--- config.mk ---
export PLATFORM = sky130hd
export DESIGN_NAME = slot_bus_ctrl_flat
export DESIGN_NICKNAME = d
export VERILOG_FILES = /design/src/rtl/slot_bus_ctrl_if.sv /design/src/rtl/slot_bus_ctrl.sv /design/src/flat_wrapper.sv
export SDC_FILE = /design/constraint.sdc
export NUM_CORES = 1
export LEC_CHECK = 0
export ABC_AREA = 1
export CAP_MARGIN = 25
export CORE_UTILIZATION = 41
export CTS_CLUSTER_DIAMETER = 120
export DETAILED_ROUTE_END_ITERATION = 8
export GPL_ROUTABILITY_DRIVEN = 0
export PLACE_DENSITY = 0.86
export SYNTH_ARGS = -nofsm -noshare
export SYNTH_HDL_FRONTEND = slang
export SYNTH_SLANG_ARGS = --single-unit
--- constraint.sdc ---
create_clock -name clk_sys -period 4.7 [get_ports clk_sys]
set_input_delay 0.47 -clock clk_sys [delete_from_list [all_inputs] [get_ports clk_sys]]
set_output_delay 0.47 -clock clk_sys [all_outputs]
set_load 0.02 [all_outputs]
--- src/rtl/slot_bus_ctrl_if.sv ---
// CPU-side bus of the Apple II/IIgs peripheral-slot controller.
// The CPU drives address/control; the controller returns read data and the stall request.
interface slot_bus_ctrl_if;
  logic        phase_ce;
  logic [7:0]  bank;
  logic [15:0] addr;
  logic        we;
  logic [7:0]  cpu_dout;
  logic [7:0]  cpu_din;
  logic        cpu_wait;

  modport master (
    output phase_ce, bank, addr, we, cpu_dout,
    input  cpu_din, cpu_wait
  );

  modport slave (
    input  phase_ce, bank, addr, we, cpu_dout,
    output cpu_din, cpu_wait
  );
endinterface

--- src/rtl/slot_bus_ctrl.sv ---
// Apple II/IIgs peripheral-slot bus controller: DEVSEL/IOSEL decode, C800-CFFF owner
// tracking, ready/wait stall for slow cards and the registered read byte for the CPU mux.
module slot_bus_ctrl #(
  parameter int         NUM_SLOTS  = 8,
  parameter int         WAIT_MAX   = 15,
  parameter logic [7:0] FLOAT_VAL  = 8'h80,
  parameter int         EXP_ROM_EN = 1
) (
  input  logic                   clk_sys,
  input  logic                   reset_n,
  slot_bus_ctrl_if.slave         cpu,
  input  logic [NUM_SLOTS-1:0]   sltromsel,
  input  logic                   cxrom,
  input  logic [NUM_SLOTS*8-1:0] slot_rd_data,
  input  logic [NUM_SLOTS-1:0]   slot_rdy,
  output logic [NUM_SLOTS-1:0]   dev_sel,
  output logic [NUM_SLOTS-1:0]   io_sel,
  output logic                   iostrobe,
  output logic [2:0]             exp_owner,
  output logic                   int_rom_sel,
  output logic                   bus_hit,
  output logic                   timeout_err,
  output logic [7:0]             slot_wr_data
);

  localparam logic [7:0] WAIT_MAX_C = 8'(WAIT_MAX);

  typedef enum logic [0:0] {S_IDLE, S_WAIT} state_t;

  state_t      state;
  logic [7:0]  cnt;

  // Slot views padded to 8 entries; absent slots read as "no card", so they never decode.
  logic [7:0]  slt_pad;
  logic [7:0]  rdy_pad;
  logic [7:0]  rd_arr [8];

  logic        io_bank;
  logic        cfff_hit;
  logic [7:0]  dev_d;
  logic [7:0]  io_d;
  logic        ios_d;
  logic        irom_d;
  logic [2:0]  own_d;
  logic [2:0]  sel_d;
  logic        hit_d;

  logic [7:0]  dev_p1;
  logic [7:0]  io_p1;
  logic        ios_p1;
  logic        irom_p1;
  logic        hit_p1;
  logic [2:0]  sel_p1;
  logic        we_p1;
  logic        vld_p1;
  logic [2:0]  own_q;
  logic [7:0]  din_q;
  logic        wait_q;
  logic        terr_q;

  always_comb begin
    slt_pad = '0;
    rdy_pad = '0;
    for (int i = 0; i < 8; i++) rd_arr[i] = FLOAT_VAL;
    for (int i = 0; i < NUM_SLOTS; i++) begin
      slt_pad[i] = sltromsel[i];
      rdy_pad[i] = slot_rdy[i];
      rd_arr[i]  = slot_rd_data[i*8 +: 8];
    end
  end

  // Stage p0: combinational address decode of the current CPU cycle
  always_comb begin
    io_bank  = (cpu.bank == 8'h00) || (cpu.bank == 8'h01) ||
               (cpu.bank == 8'hE0) || (cpu.bank == 8'hE1);
    cfff_hit = (cpu.addr == 16'hCFFF);
    dev_d    = '0;
    io_d     = '0;
    ios_d    = 1'b0;
    irom_d   = 1'b0;
    own_d    = own_q;
    sel_d    = 3'd0;
    if (io_bank) begin
      if (cpu.addr[15:7] == 9'h181) begin
        if (cpu.addr[6:4] != 3'd0 && slt_pad[cpu.addr[6:4]]) begin
          dev_d[cpu.addr[6:4]] = 1'b1;
          sel_d = cpu.addr[6:4];
        end
      end else if (cpu.addr[15:11] == 5'b11000 && cpu.addr[10:8] != 3'd0) begin
        if (slt_pad[cpu.addr[10:8]] && !cxrom) begin
          io_d[cpu.addr[10:8]] = 1'b1;
          sel_d = cpu.addr[10:8];
          if (EXP_ROM_EN != 0) own_d = cpu.addr[10:8];
        end else begin
          irom_d = 1'b1;
        end
      end else if (cpu.addr[15:11] == 5'b11001) begin
        // CFFF is still served by the owner even with INTCXROM set, then releases it
        if (EXP_ROM_EN != 0 && own_q != 3'd0 && (!cxrom || cfff_hit)) begin
          ios_d = 1'b1;
          sel_d = own_q;
        end else begin
          irom_d = 1'b1;
        end
        if (cfff_hit) own_d = 3'd0;
      end
    end
    hit_d = (|dev_d) || (|io_d) || ios_d;
  end

  // Stage p1: registered strobes and the IDLE/WAIT handshake
  always_ff @(posedge clk_sys or negedge reset_n) begin
    if (!reset_n) begin
      state   <= S_IDLE;
      cnt     <= 8'd0;
      dev_p1  <= '0;
      io_p1   <= '0;
      ios_p1  <= 1'b0;
      irom_p1 <= 1'b0;
      hit_p1  <= 1'b0;
      sel_p1  <= 3'd0;
      we_p1   <= 1'b0;
      vld_p1  <= 1'b0;
      own_q   <= 3'd0;
      din_q   <= FLOAT_VAL;
      wait_q  <= 1'b0;
      terr_q  <= 1'b0;
    end else begin
      terr_q <= 1'b0;
      case (state)
        S_IDLE: begin
          if (vld_p1) begin
            // One clock after the strobe: the card either answers now or stalls the CPU
            vld_p1 <= 1'b0;
            if (rdy_pad[sel_p1]) begin
              if (!we_p1) din_q <= rd_arr[sel_p1];
            end else begin
              state  <= S_WAIT;
              wait_q <= 1'b1;
              cnt    <= 8'd0;
            end
          end else if (cpu.phase_ce) begin
            dev_p1  <= dev_d;
            io_p1   <= io_d;
            ios_p1  <= ios_d;
            irom_p1 <= irom_d;
            hit_p1  <= hit_d;
            sel_p1  <= sel_d;
            we_p1   <= cpu.we;
            own_q   <= own_d;
            vld_p1  <= hit_d;
            if (!hit_d) din_q <= FLOAT_VAL;
          end
        end
        S_WAIT: begin
          if (rdy_pad[sel_p1]) begin
            if (!we_p1) din_q <= rd_arr[sel_p1];
            wait_q <= 1'b0;
            state  <= S_IDLE;
          end else if (cnt == WAIT_MAX_C) begin
            if (!we_p1) din_q <= FLOAT_VAL;
            terr_q <= 1'b1;
            wait_q <= 1'b0;
            state  <= S_IDLE;
          end else if (cpu.phase_ce) begin
            cnt <= cnt + 8'd1;
          end
        end
        default: state <= S_IDLE;
      endcase
    end
  end

  assign dev_sel      = dev_p1[NUM_SLOTS-1:0];
  assign io_sel       = io_p1[NUM_SLOTS-1:0];
  assign iostrobe     = ios_p1;
  assign int_rom_sel  = irom_p1;
  assign bus_hit      = hit_p1;
  assign exp_owner    = own_q;
  assign timeout_err  = terr_q;
  assign cpu.cpu_din  = din_q;
  assign cpu.cpu_wait = wait_q;
  assign slot_wr_data = cpu.cpu_dout;

endmodule
--- src/flat_wrapper.sv ---
// flat-port wrapper written by rule: the top's interface ports become plain ports
module slot_bus_ctrl_flat 
#(
  parameter int         NUM_SLOTS  = 8,
  parameter int         WAIT_MAX   = 15,
  parameter logic [7:0] FLOAT_VAL  = 8'h80,
  parameter int         EXP_ROM_EN = 1
)
  (clk_sys, reset_n, sltromsel, cxrom, slot_rd_data, slot_rdy, dev_sel, io_sel, iostrobe, exp_owner, int_rom_sel, bus_hit, timeout_err, slot_wr_data, cpu_phase_ce, cpu_bank, cpu_addr, cpu_we, cpu_cpu_dout, cpu_cpu_din, cpu_cpu_wait);
  slot_bus_ctrl_if cpu_i ();
  input  logic clk_sys;
  input  logic reset_n;
  input  logic [NUM_SLOTS-1:0] sltromsel;
  input  logic cxrom;
  input  logic [NUM_SLOTS*8-1:0] slot_rd_data;
  input  logic [NUM_SLOTS-1:0] slot_rdy;
  output logic [NUM_SLOTS-1:0] dev_sel;
  output logic [NUM_SLOTS-1:0] io_sel;
  output logic iostrobe;
  output logic [2:0] exp_owner;
  output logic int_rom_sel;
  output logic bus_hit;
  output logic timeout_err;
  output logic [7:0] slot_wr_data;
  input wire logic [$bits(cpu_i.phase_ce)-1:0] cpu_phase_ce;
  input wire logic [$bits(cpu_i.bank)-1:0] cpu_bank;
  input wire logic [$bits(cpu_i.addr)-1:0] cpu_addr;
  input wire logic [$bits(cpu_i.we)-1:0] cpu_we;
  input wire logic [$bits(cpu_i.cpu_dout)-1:0] cpu_cpu_dout;
  output wire logic [$bits(cpu_i.cpu_din)-1:0] cpu_cpu_din;
  output wire logic [$bits(cpu_i.cpu_wait)-1:0] cpu_cpu_wait;
  assign cpu_i.phase_ce = cpu_phase_ce;
  assign cpu_i.bank = cpu_bank;
  assign cpu_i.addr = cpu_addr;
  assign cpu_i.we = cpu_we;
  assign cpu_i.cpu_dout = cpu_cpu_dout;
  assign cpu_cpu_din = cpu_i.cpu_din;
  assign cpu_cpu_wait = cpu_i.cpu_wait;
  slot_bus_ctrl #(.NUM_SLOTS(NUM_SLOTS), .WAIT_MAX(WAIT_MAX), .FLOAT_VAL(FLOAT_VAL), .EXP_ROM_EN(EXP_ROM_EN)) u_core (.clk_sys(clk_sys), .reset_n(reset_n), .cpu(cpu_i), .sltromsel(sltromsel), .cxrom(cxrom), .slot_rd_data(slot_rd_data), .slot_rdy(slot_rdy), .dev_sel(dev_sel), .io_sel(io_sel), .iostrobe(iostrobe), .exp_owner(exp_owner), .int_rom_sel(int_rom_sel), .bus_hit(bus_hit), .timeout_err(timeout_err), .slot_wr_data(slot_wr_data));
endmodule
# Word level (Yosys, flattened, before mapping)
# Cells that the tools add are included.
dict set report op_classes {
  mux 72
  addsub 1
  n_bitwise 4
  n_reduce_logical 26
  order_cmp 6
  n_eq_ne 19
}
# op count
set ops {}
lappend ops {{$mux 8} 22}
lappend ops {{$mux 3} 11}
lappend ops {{$pmux 8 s2} 2}
lappend ops {{$mux 1} 29}
lappend ops {{$bmux 8 s3} 1}
lappend ops {{$eq 16x16->1 const B} 1}
lappend ops {{$eq 8x8->1 const B} 2}
lappend ops {{$reduce_or 8->1} 2}
lappend ops {{$lt 3x4->1 const B} 3}
lappend ops {{$ne 3x3->1 const B} 4}
lappend ops {{$eq 5x5->1 const B} 2}
lappend ops {{$ne 2x2->1 const B} 5}
lappend ops {{$reduce_and 5->1} 2}
lappend ops {{$bmux 1 s3} 3}
lappend ops {{$eq 9x9->1 const B} 1}
lappend ops {{$reduce_bool 3->1} 3}
lappend ops {{$add 8x1->8 const B} 1}
lappend ops {{$eq 8x1->1 const B} 1}
lappend ops {{$eq 8x4->1 const B} 1}
lappend ops {{$logic_not 8->1} 1}
lappend ops {{$reduce_and 8->1} 1}
lappend ops {{$demux 1 s3} 2}
lappend ops {{$ge 3x1->1 const B} 2}
lappend ops {{$logic_and 1x1->1} 6}
lappend ops {{other kinds (10)} 20}
dict set report totals {
  wordCells 142
  output_inout_bits 40
  ff_bits 46
  inputBits 117
}

# Longest topological paths before layout
# Gate-level depths: netlist of run 1.
dict set report logic_depth {
  word_depth 15
  ltp_mapped 17
}

# Worst setup path after synthesis of run 1
# OpenSTA, ideal clock, no wires.
dict set report synth_timing {
  path_type {input -> register}
  start {in cpu_addr[9]}
  end {reg u_core.din_q[2], in the netlist u_core.cpu.cpu_din[2]}
  path_stages 15
  t_arrival_ns 1.724
  slack_ns 2.858
  cell_sequence {buf_6 -> nor2_4 -> nand3_4 -> nor2_4 -> nand2_2 -> clkinv_2 -> nand2_2 -> nor2_2 -> nor2_1 -> nand2_2 -> nor2_4 -> nand3_4 -> nand2_8 -> nand2_2 -> nand2_1}
}
dict set report synth_via {
  elab_chain_len 13
}
# item line_no
set synth_lines {}
lappend synth_lines {{start: declaration} flat_wrapper.sv:27} ;# input wire logic [$bits(cpu_i.addr)-1:0] cpu_addr;
lappend synth_lines {{$lt 3x4->1 (not written as such) or $ge 3x1->1 (tied branches)} slot_bus_ctrl.sv:91} ;# io_d[cpu.addr[10:8]] = 1'b1;
lappend synth_lines {{$logic_and 1x1->1 (not written as such)} slot_bus_ctrl.sv:91}
lappend synth_lines {{$mux 1 (not written as such)} slot_bus_ctrl.sv:91}
lappend synth_lines {{$demux 1 s3} -}
lappend synth_lines {{$mux 8} slot_bus_ctrl.sv:90} ;# if (slt_pad[cpu.addr[10:8]] && !cxrom) begin
lappend synth_lines {{$mux 8} slot_bus_ctrl.sv:89} ;# end else if (cpu.addr[15:11] == 5'b11000 && cpu.addr[10:8] != 3'd0) begin
lappend synth_lines {{$mux 8} slot_bus_ctrl.sv:84} ;# if (cpu.addr[15:7] == 9'h181) begin
lappend synth_lines {{$mux 8} slot_bus_ctrl.sv:83} ;# if (io_bank) begin
lappend synth_lines {{$reduce_or 8->1} slot_bus_ctrl.sv:108} ;# hit_d = (|dev_d) || (|io_d) || ios_d;
lappend synth_lines {{$logic_or 1x1->1} slot_bus_ctrl.sv:108}
lappend synth_lines {{$logic_or 1x1->1 *} slot_bus_ctrl.sv:108}
lappend synth_lines {{$ne 3x3->1 (no source line) *} -}
lappend synth_lines {{$reduce_and 5->1 (no source line) *} -}
lappend synth_lines {{end signal: assignment} slot_bus_ctrl.sv:136} ;# if (!we_p1) din_q <= rd_arr[sel_p1];
lappend synth_lines {{end signal: assignment} slot_bus_ctrl.sv:157} ;# if (!we_p1) din_q <= rd_arr[sel_p1];
lappend synth_lines {{end: declaration} slot_bus_ctrl.sv:57} ;# logic [7:0] din_q;
# Mark *: on every way between the ends. The rest lies on a longest branch, timed or not. The select of a mux whose other input is x is not followed.
# A chain may end at the register's enable or synchronous reset.

# Final worst setup path of run 1
dict set report layout_timing {
  start {reg u_core.sel_p1[0]}
  end {reg u_core.din_q[2], in the netlist u_core.cpu.cpu_din[2]}
}
dict set report layout_via {
  elab_chain_len 8
}
# item line_no
set layout_lines {}
lappend layout_lines {{start: declaration} slot_bus_ctrl.sv:53} ;# logic [2:0] sel_p1;
lappend layout_lines {{start signal: assignment} slot_bus_ctrl.sv:148} ;# sel_p1 <= sel_d;
lappend layout_lines {{$not 3->4 (not written as such)} {slot_bus_ctrl.sv:136, slot_bus_ctrl.sv:157}}
lappend layout_lines {{$bmux 8 s3} {slot_bus_ctrl.sv:136, slot_bus_ctrl.sv:157}}
lappend layout_lines {{$mux 8 (not written as such) (2 in a row)} {slot_bus_ctrl.sv:136, slot_bus_ctrl.sv:157}}
lappend layout_lines {{$mux 8} {slot_bus_ctrl.sv:136, slot_bus_ctrl.sv:157}}
lappend layout_lines {{$mux 8} slot_bus_ctrl.sv:135} ;# if (rdy_pad[sel_p1]) begin
lappend layout_lines {{$mux 8} slot_bus_ctrl.sv:132} ;# if (vld_p1) begin
lappend layout_lines {{$pmux 8 s2} slot_bus_ctrl.sv:130} ;# case (state)
# Parallel ways exist; a longest one is shown, timed or not. The select of a mux whose other input is x is not followed.

==> impl_metrics.ini, run 1 <==
[outcome]
run_status = complete, no violations

[synth]
synth-main-ff-cell = dfrtp_1
synth_edf_count = 0
synth_area_per_cell_um2 = 6.62
ys_warn_count = 0
synth-seq-area-share = 0.317
synth.distinct_cells = 41
syn-num-nets = 668
async_flop_share = 1.00
syn_area_um2 = 3640
syn_inst = 550
synth-seq-cells = 46

[route]
routed_wl_um = 10600
antenna_left = 0
drt_iter0_drc = 217
post-route-drc-count = 0
routedWlPerCell_um = 13.7
viasPerCell = 5.32
num_vias = 4130
drt_first_pass_iters = 4

[worst_hold_path]
min_from = u_core.dev_sel[4]
whs_path_depth = 2
hold_end = u_core.dev_sel[4]
hold_path.class = reg -> reg

[critical_path]
critPathArrivalTime_ns = 3.11
timing.rr.start = u_core.sel_p1[0]
cp_max_fo = 37
startpoint_type = register
crit_type = reg -> reg
reg2reg_depth = 11
end_kind = register
rrSetupSlack_ns = 1.78
timing.rr.end = u_core.cpu.cpu_din[2]
required_ns = 4.89

[power]
ir_drop_v = 0.000123
p_total_mw = 0.921
power_density_nw_per_um2 = 180
leakage_nw = 2.34

[timing]
max_slew_margin = 0.322
fin_ws_ns = 1.78
skew_ns = 0.00647
final-setup-viol-count = 0
setup_tns_ns = 0
finalCritPeriodShare = 0.621
timing.final.max_slew_violations = 0
timing.fmax_ghz = 0.343
final_hold_viol_count = 0
rsz0062_at_grt = false
tightest_slew_ns = 1.02
fin_hold_ws_ns = 0.486
min_period_ns = 2.92

[cts]
cts_root_buf = clkbuf_8
clk_pin_slew_ns = 0.09
htree_levels = 2
clk_latency_ns = 0.30
cts_buffers = 5
cts_tree = done
clock-sinks = 46
cts_resized = 0
clockBufferDepth = 2
post-cts-setup-buffers = 0

[cells_and_area]
syn2layout_area_growth_pct = 40.9
multi_input_area_um2 = 2100
finalNetCount = 786
fillers = 786
n_antenna_cell = 0
register_area_um2 = 1150
drive_gt1_frac = 0.118

[die]
io_pins = 157
floorplan.initialDensity = 0.419
rows = 34
die_x_um = 96.2
dieHeight_um = 96.2
core_um2 = 8680
die_area_um2 = 9260

[global_route]
antenna_found_initial = 0
grt_remaining_overflow = 0
grt_max_degree = 47
grtUsageTotal = 0.236
grt_pass1_wl_um = 17300
grt_pass1_vias = 4070

[flow_run]
max_cap_violations = 0

[placement]
numPortBuffers = 139
pre_cts_ws_ns = 1.81
dp.final_hpwl_um = 8270
[routing by layer]
| layer | routed length (um) | up-vias | GRT usage |
|---|---|---|---|
| li1 | - | 2019 | - |
| met1 | 4230 | 1908 | 0.263 |
| met2 | 5340 | 167 | 0.443 |
| met3 | 720 | 36 | 0.0395 |
| met4 | 316 | 0 | 0.0933 |
| met5 | 0 | - | 0 |
[layout by cell type (no fill, tap or decap), types with 2 or more instances in the layout]
| cell | count |
|---|---|
| a311oi_1 | 2 |
| nand2_2 | 18 |
| nand3_1 | 30 |
| nor2_1 | 100 |
| dfrtp_1 | 45 |
| nand3_2 | 9 |
| a21oi_1 | 10 |
| clkbuf_8 | 5 |
| o21ai_0 | 55 |
| nand4_1 | 9 |
| o21ai_1 | 4 |
| o31ai_1 | 7 |
| o22ai_1 | 18 |
| xor2_1 | 2 |
| inv_1 | 34 |
| nand2_4 | 2 |
| clkinv_2 | 4 |
| nor2_4 | 7 |
| nand3_4 | 2 |
| nand2_1 | 120 |
| nor3_1 | 5 |
| nor2_2 | 8 |
| clkinv_1 | 2 |
| clkdlybuf4s50_1 | 138 |
| inv_2 | 15 |
[how the worst max path moves through the flow]
stage | startpoint | end | slack (ns) | cells past startpoint
after floorplan | cpu_addr[9] | u_core.cpu.cpu_din[2] | 2.86 | 15
after global placement | u_core.sel_p1[0] | u_core.cpu.cpu_din[2] | 1.92 | 11
after detailed placement | u_core.sel_p1[0] | u_core.cpu.cpu_din[2] | 1.81 | 11
after CTS | u_core.sel_p1[0] | u_core.cpu.cpu_din[2] | 1.82 | 11
after global routing | u_core.sel_p1[0] | u_core.cpu.cpu_din[2] | 1.46 | 11
final | u_core.sel_p1[0] | u_core.cpu.cpu_din[2] | 1.78 | 11
[cells by family after synthesis]
kind of cell,count (synthesis),synth area share
xor+xnor,3,0.00722
fa+ha+maj,1,0.00344
simple gates,313,0.408
flops,46,0.317
compound gates,102,0.158
buf+inv,85,0.106
[cell type report]
| type | instances | share of cell area |
|---|---|---|
| multi-input combinational | 419 | 0.410 |
| tap | 108 | 0.0263 |
| sequential | 46 | 0.225 |
| timing repair buffer | 142 | 0.278 |
| inverter | 54 | 0.0405 |
| clock buffer | 5 | 0.0134 |
| clock inverter | 3 | 0.00781 |
[sequential cells by signal (all words and copies together) (netlist names)]
name,cells
u_core.io_sel,8
u_core.iostrobe,1
u_core.state,1
u_core.sel_p1,3
u_core.int_rom_sel,1
u_core.cpu.cpu_din,8
u_core.we_p1,1
u_core.timeout_err,1
u_core.dev_sel,8
u_core.bus_hit,1
u_core.vld_p1,1
u_core.cnt,8
u_core.cpu.cpu_wait,1
u_core.exp_owner,3
[metrics by stage]
stage / instance area [um^2] / cells / util
2_1_floorplan: 3640 / 550 / -
3_3_place_gp: 4990 / 767 / 0.575
3_5_place_dp: 4990 / 767 / 0.575
4_1_cts: 5100 / 775 / 0.588
5_1_grt: 5130 / 777 / 0.591
6_report: 5130 / 777 / 0.591
[what timing repair did]
item / CTS / global route
hold endpoints to repair: 0 / 4
hold buffers: 0 / 1
setup endpoints to repair: 0 / 0
[where the power goes]
group,switching [mW],total (mW),internal (mW),leakage [nW]
clock,0.133,0.289,0.157,0.0579
sequential,0.00868,0.414,0.405,0.628
combinational,0.101,0.218,0.116,1.66
[cell usage after synthesis (8+ instances only)]
library cell  count  area share
inv_1            34       0.035
nor2_2            8       0.014
nand2_1         120        0.12
a21oi_1          10       0.014
dfrtp_1          45        0.31
nand2_2          18       0.031
buf_4            14       0.029
nor2_1          100        0.10
inv_2            15       0.015
o21ai_0          55       0.076
clkbuf_1         13       0.013
nand3_1          30       0.041
nand4_1           9       0.015
nand3_2           9       0.025
o22ai_1          18       0.031
[critical path, cell delays in order (launching register included)]
cell and delay [ns]:
dfrtp_1 1.02, inv_2 0.49, o21ai_0 0.31, nand3_1 0.11, nand2_2 0.14, nand3_2 0.15, nand3_1 0.13, nor2_2 0.06
nand3_4 0.17, nand2_8 0.11, nand2_2 0.07, nand2_1 0.05
No activity file was read; power rests on OpenSTA's default activity.
==> inputs of run 2 (changes only) <==
==> constraint.sdc (replaced) <==
create_clock -name clk_sys -period 3.1 [get_ports clk_sys]
set_input_delay 0.31 -clock clk_sys [delete_from_list [all_inputs] [get_ports clk_sys]]
set_output_delay 0.31 -clock clk_sys [all_outputs]
set_load 0.02 [all_outputs]
==> impl_metrics.ini, run 2 (same netlist as run 1, synthesis figures left out) <==
[flow_run]
max_cap_violations = 0

[timing]
setup_tns_ns = 0
timing.fmax_ghz = 0.436
final-setup-viol-count = 0
timing.final.max_slew_violations = 0
finalCritPeriodShare = 0.740
tightest_slew_ns = 0.427
max_slew_margin = 0.715
final_hold_viol_count = 0
rsz0062_at_grt = false
skew_ns = 0.00446
min_period_ns = 2.29

[die]
die_area_um2 = 9260
floorplan.initialDensity = 0.419
dieHeight_um = 96.2
die_x_um = 96.2
rows = 34
core_um2 = 8680
io_pins = 157

[power]
p_total_mw = 1.42
power_density_nw_per_um2 = 274
leakage_nw = 2.36
ir_drop_v = 0.000162

[cells_and_area]
finalNetCount = 789
final_common_cell = clkdlybuf4s50_1
postLayoutCoreUtil = 0.594
n_antenna_cell = 0
final_cell_mix = 138 x clkdlybuf4s50_1, 120 x nand2_1, 100 x nor2_1
drive_gt1_frac = 0.122
syn2layout_area_growth_pct = 41.7

[worst_hold_path]
hold_path.class = in -> async

[cts]
clock-sinks = 46
cts_root_buf = clkbuf_8
cts_resized = 0
htree_levels = 2
cts_tree = done
clockBufferDepth = 2
clk_pin_slew_ns = 0.09
clk_latency_ns = 0.30
cts_buffers = 5

[critical_path]
startpoint_type = input port
reg2reg_depth = 9
cp.depth = 17
crit_type = in -> reg
end_kind = register
cpMaxStageDelayCell = clkdlybuf4s50_1
worst_path_largest_cell_delay_ns = 0.73
cp_max_fo = 11
crit_top_cell = nand2_1
path_cells = clkdlybuf4s50_1 -> inv_2 -> nand2_1 -> nand2_1 -> nand2_1 -> nand2_1 -> inv_1 -> nand2_2 -> nand3_2 -> inv_1 -> nand2_1 -> nand3_2 -> nor2_4 -> nand3_4 -> nand2_8 -> nand2_2 -> nand2_1
required_ns = 3.34
rrSetupSlack_ns = 1.02
critPathArrivalTime_ns = 2.54
timing.rr.end = u_core.exp_owner[1]
cp-startpoint = cpu_addr[8]
timing.rr.start = u_core.state
cpLargestDelayFamily = simple AND/OR/NAND/NOR gates
worstSetupEndpoint = u_core.cpu.cpu_din[6]
path_buf_inv = 4

[outcome]
run_status = complete, no violations

[global_route]
grt_remaining_overflow = 0
antenna_found_initial = 0
grt_pass1_wl_um = 16800
grt_pass1_vias = 3886
grtUsageTotal = 0.234
grt_max_degree = 47

[route]
routed_wl_um = 10700
viasPerCell = 5.33
antenna_left = 0
drt_iter0_drc = 228
num_vias = 4156
drt_first_pass_iters = 5
routedWlPerCell_um = 13.7
post-route-drc-count = 0

[placement]
numPortBuffers = 139
dp.final_hpwl_um = 8330
==> run 2: cell count changes in the layout (fill, tap and decap cells not counted) <==
cell      delta
buf_4        +3
clkinv_2     -2
inv_6        +2
==> run 2: cell type report <==
type / count / area (um^2)
timing repair buffer: 145 / 1450
sequential: 46 / 1150
fill: 772 / 3520
clock buffer: 5 / 68.8
tap: 108 / 135
inverter: 54 / 208
clock inverter: 3 / 47.5
multi-input combinational: 419 / 2100
==> run 2: worst min-delay path by stage <==
stage                                endpoint  slack (ns)  cells past startpoint
after floorplan                u_core.bus_hit        0.01                      0
after global placement      u_core.dev_sel[2]        0.47                      2
after detailed placement    u_core.dev_sel[2]        0.47                      2
after CTS                       u_core.cnt[1]        0.19                      1
after global routing      u_core.cpu.cpu_wait        0.45                      2
final                     u_core.cpu.cpu_wait        0.43                      2
==> run 2: timing repair <==
action,in CTS,in global routing
hold endpoints to repair,0,11
setup buffers,0,0
hold buffers,0,1
==> run 2: layer usage <==
metal	track usage	share of wire	up-vias	wire length (um)
met5	0	0	-	0
met4	0.104	0.029	0	308
met3	0.0379	0.064	32	687
met2	0.438	0.51	167	5410
met1	0.256	0.40	1917	4270
li1	-	-	2040	-
==> run 2: stage by stage <==
| stage | hold slack, ns | std cells | area [um^2] | setup slack [ns] |
|---|---|---|---|---|
| after floorplan | 0.0144 | 550 | 3640 | 1.41 |
| after global placement | 0.468 | 770 | 5010 | 0.566 |
| after detailed placement | 0.473 | 770 | 5010 | 0.511 |
| after CTS | 0.189 | 778 | 5130 | 0.827 |
| after global routing | 0.449 | 780 | 5160 | 0.565 |
| final | 0.428 | 780 | 5160 | 0.805 |
==> run 2: where the power goes <==
| part | switching (mW) | total, mW | internal, mW |
|---|---|---|---|
| Combinational | 0.153 | 0.330 | 0.177 |
| Clock | 0.213 | 0.459 | 0.246 |
| Sequential | 0.0130 | 0.628 | 0.614 |
==> inputs of run 3 (changes only) <==
--- a/config.mk
+++ b/config.mk
@@ -7,7 +7,7 @@
 export LEC_CHECK = 0
 export ABC_AREA = 1
 export CAP_MARGIN = 25
-export CORE_UTILIZATION = 41
+export CORE_UTILIZATION = 39
 export CTS_CLUSTER_DIAMETER = 120
 export DETAILED_ROUTE_END_ITERATION = 8
 export GPL_ROUTABILITY_DRIVEN = 0
==> constraint.sdc (replaced) <==
create_clock -name clk_sys -period 1.95 [get_ports clk_sys]
set_input_delay 0.195 -clock clk_sys [delete_from_list [all_inputs] [get_ports clk_sys]]
set_output_delay 0.195 -clock clk_sys [all_outputs]
set_load 0.02 [all_outputs]
==> impl_metrics.ini, run 3 (same netlist as run 1, synthesis figures left out) <==
[timing]
skew_ns = 0.00941
final-setup-viol-count = 0
tightest_slew_ns = 0.750
timing.fmax_ghz = 0.545
max_slew_margin = 0.500
final_hold_viol_count = 0
fin_hold_ws_ns = 0.293
timing.final.max_slew_violations = 0
finalCritPeriodShare = 0.940
min_period_ns = 1.83

[placement]
dp.final_hpwl_um = 9160
post-place-cells = 829
numPortBuffers = 139
dpl_cell_area_um2 = 5460

[critical_path]
end_kind = register
crit_type = reg -> reg
critPathArrivalTime_ns = 2.08
cp_max_fo = 18
required_ns = 2.20
startpoint_type = register

[global_route]
grt_max_degree = 35
grt.busiest_layer = met2
grtUsageTotal = 0.235
grt_pass1_wl_um = 18600
use_met3 = 0.0355
grt_remaining_overflow = 0
use_met1 = 0.271
grt_util_met2 = 0.429
antenna_found_initial = 0
grt_pass1_vias = 4282

[cells_and_area]
drive_gt1_frac = 0.224
final_common_cell = clkdlybuf4s50_1
stdcell_count = 846
final_cell_mix = 130 x clkdlybuf4s50_1, 118 x nand2_1, 92 x nor2_1
n_antenna_cell = 0
final_area_um2 = 5740
finalNetCount = 855
fillers = 736
syn2layout_area_growth_pct = 57.8

[route]
antenna_left = 0
drt_iter0_drc = 174
viasPerCell = 5.23
routedWlPerCell_um = 13.8
routed_wl_um = 11700
drt_first_pass_iters = 5
num_vias = 4425
post-route-drc-count = 0

[die]
rows = 34
core_um2 = 8890
io_pins = 157
floorplan.initialDensity = 0.409
die_x_um = 98.6
die_area_um2 = 9720
dieHeight_um = 98.6

[flow_run]
max_cap_violations = 0

[cts]
clk_latency_ns = 0.30
clockBufferDepth = 2
cts_buffers = 5
cts_root_buf = clkbuf_8
clock-sinks = 46
htree_levels = 2
clk_pin_slew_ns = 0.09
cts_tree = done

[worst_hold_path]
hold_path.class = in -> reg

[power]
leakage_nw = 2.76
p_total_mw = 2.17
power_density_nw_per_um2 = 379
ir_drop_v = 0.000312

[outcome]
run_status = complete, no violations
## run 3: final cells by class
type                            count  area, um^2  share of cell area
Clock inverter                      2        13.8             0.00240
Tap cell                          108         135              0.0235
Clock buffer                        6        72.6              0.0126
Timing Repair Buffer              210        1940               0.339
Sequential cell                    46        1150               0.201
Inverter                           54         210              0.0366
Multi-Input combinational cell    420        2210               0.385
## run 3: repair_timing
item / CTS / global route
hold endpoints to repair: 31 / 0
gates cloned: 0 / 3
hold buffers: 1 / 0
endpoints found under the setup margin: 8 / 16
setup buffers: 0 / 5
gates resized for setup: 2 / 37
pin swaps: 0 / 15
## run 3: stage by stage
step                worst slack (ns)  TNS, ns   util
finish                         0.117        0  0.646
global route                 -0.0405   -0.210  0.646
global placement              -0.260    -2.37  0.614
CTS                          0.00367        0  0.625
floorplan                      0.263        0      -
detailed placement            -0.395    -4.33  0.614
## run 3: power by group
part	leakage, nW	switching [mW]	internal, mW
Sequential	0.626	0.0212	0.977
Clock	0.0452	0.322	0.253
Combinational	2.08	0.269	0.332
## run 3: layer usage
layer | part of all wire | up-vias
li1 | - | 2168
met3 | 0.063 | 42
met5 | 0 | -
met4 | 0.032 | 0
met1 | 0.40 | 2039
met2 | 0.51 | 176
## run 3: critical path: stages (launching register included)
cell     delay, ns
dfrtp_1       0.42
buf_6         0.17
nor2_1        0.09
o21ai_0       0.09
nand3_1       0.12
nand2_4       0.10
nand3_4       0.11
nand3_2       0.11
nor2_4        0.17
nand3_4       0.14
nand2_8       0.15
nand2_2       0.06
nand2_1       0.07
## run 3: worst paths after layout
| kind | cells after the start | to | slack [ns] | start |
|---|---|---|---|---|
| max in group asynchronous | 3 | u_core.io_sel[4] | 0.85 | reset_n |
| setup reg to reg | 12 | u_core.cpu.cpu_din[7] | 0.12 | u_core.sel_p1[1] |
| min in group asynchronous | 2 | u_core.timeout_err | 0.50 | reset_n |
| setup / recovery | 12 | u_core.cpu.cpu_din[7] | 0.12 | u_core.sel_p1[1] |
| hold / removal | 4 | u_core.exp_owner[0] | 0.29 | cpu_addr[13] |
| hold reg to reg | 2 | u_core.bus_hit | 0.49 | u_core.bus_hit |
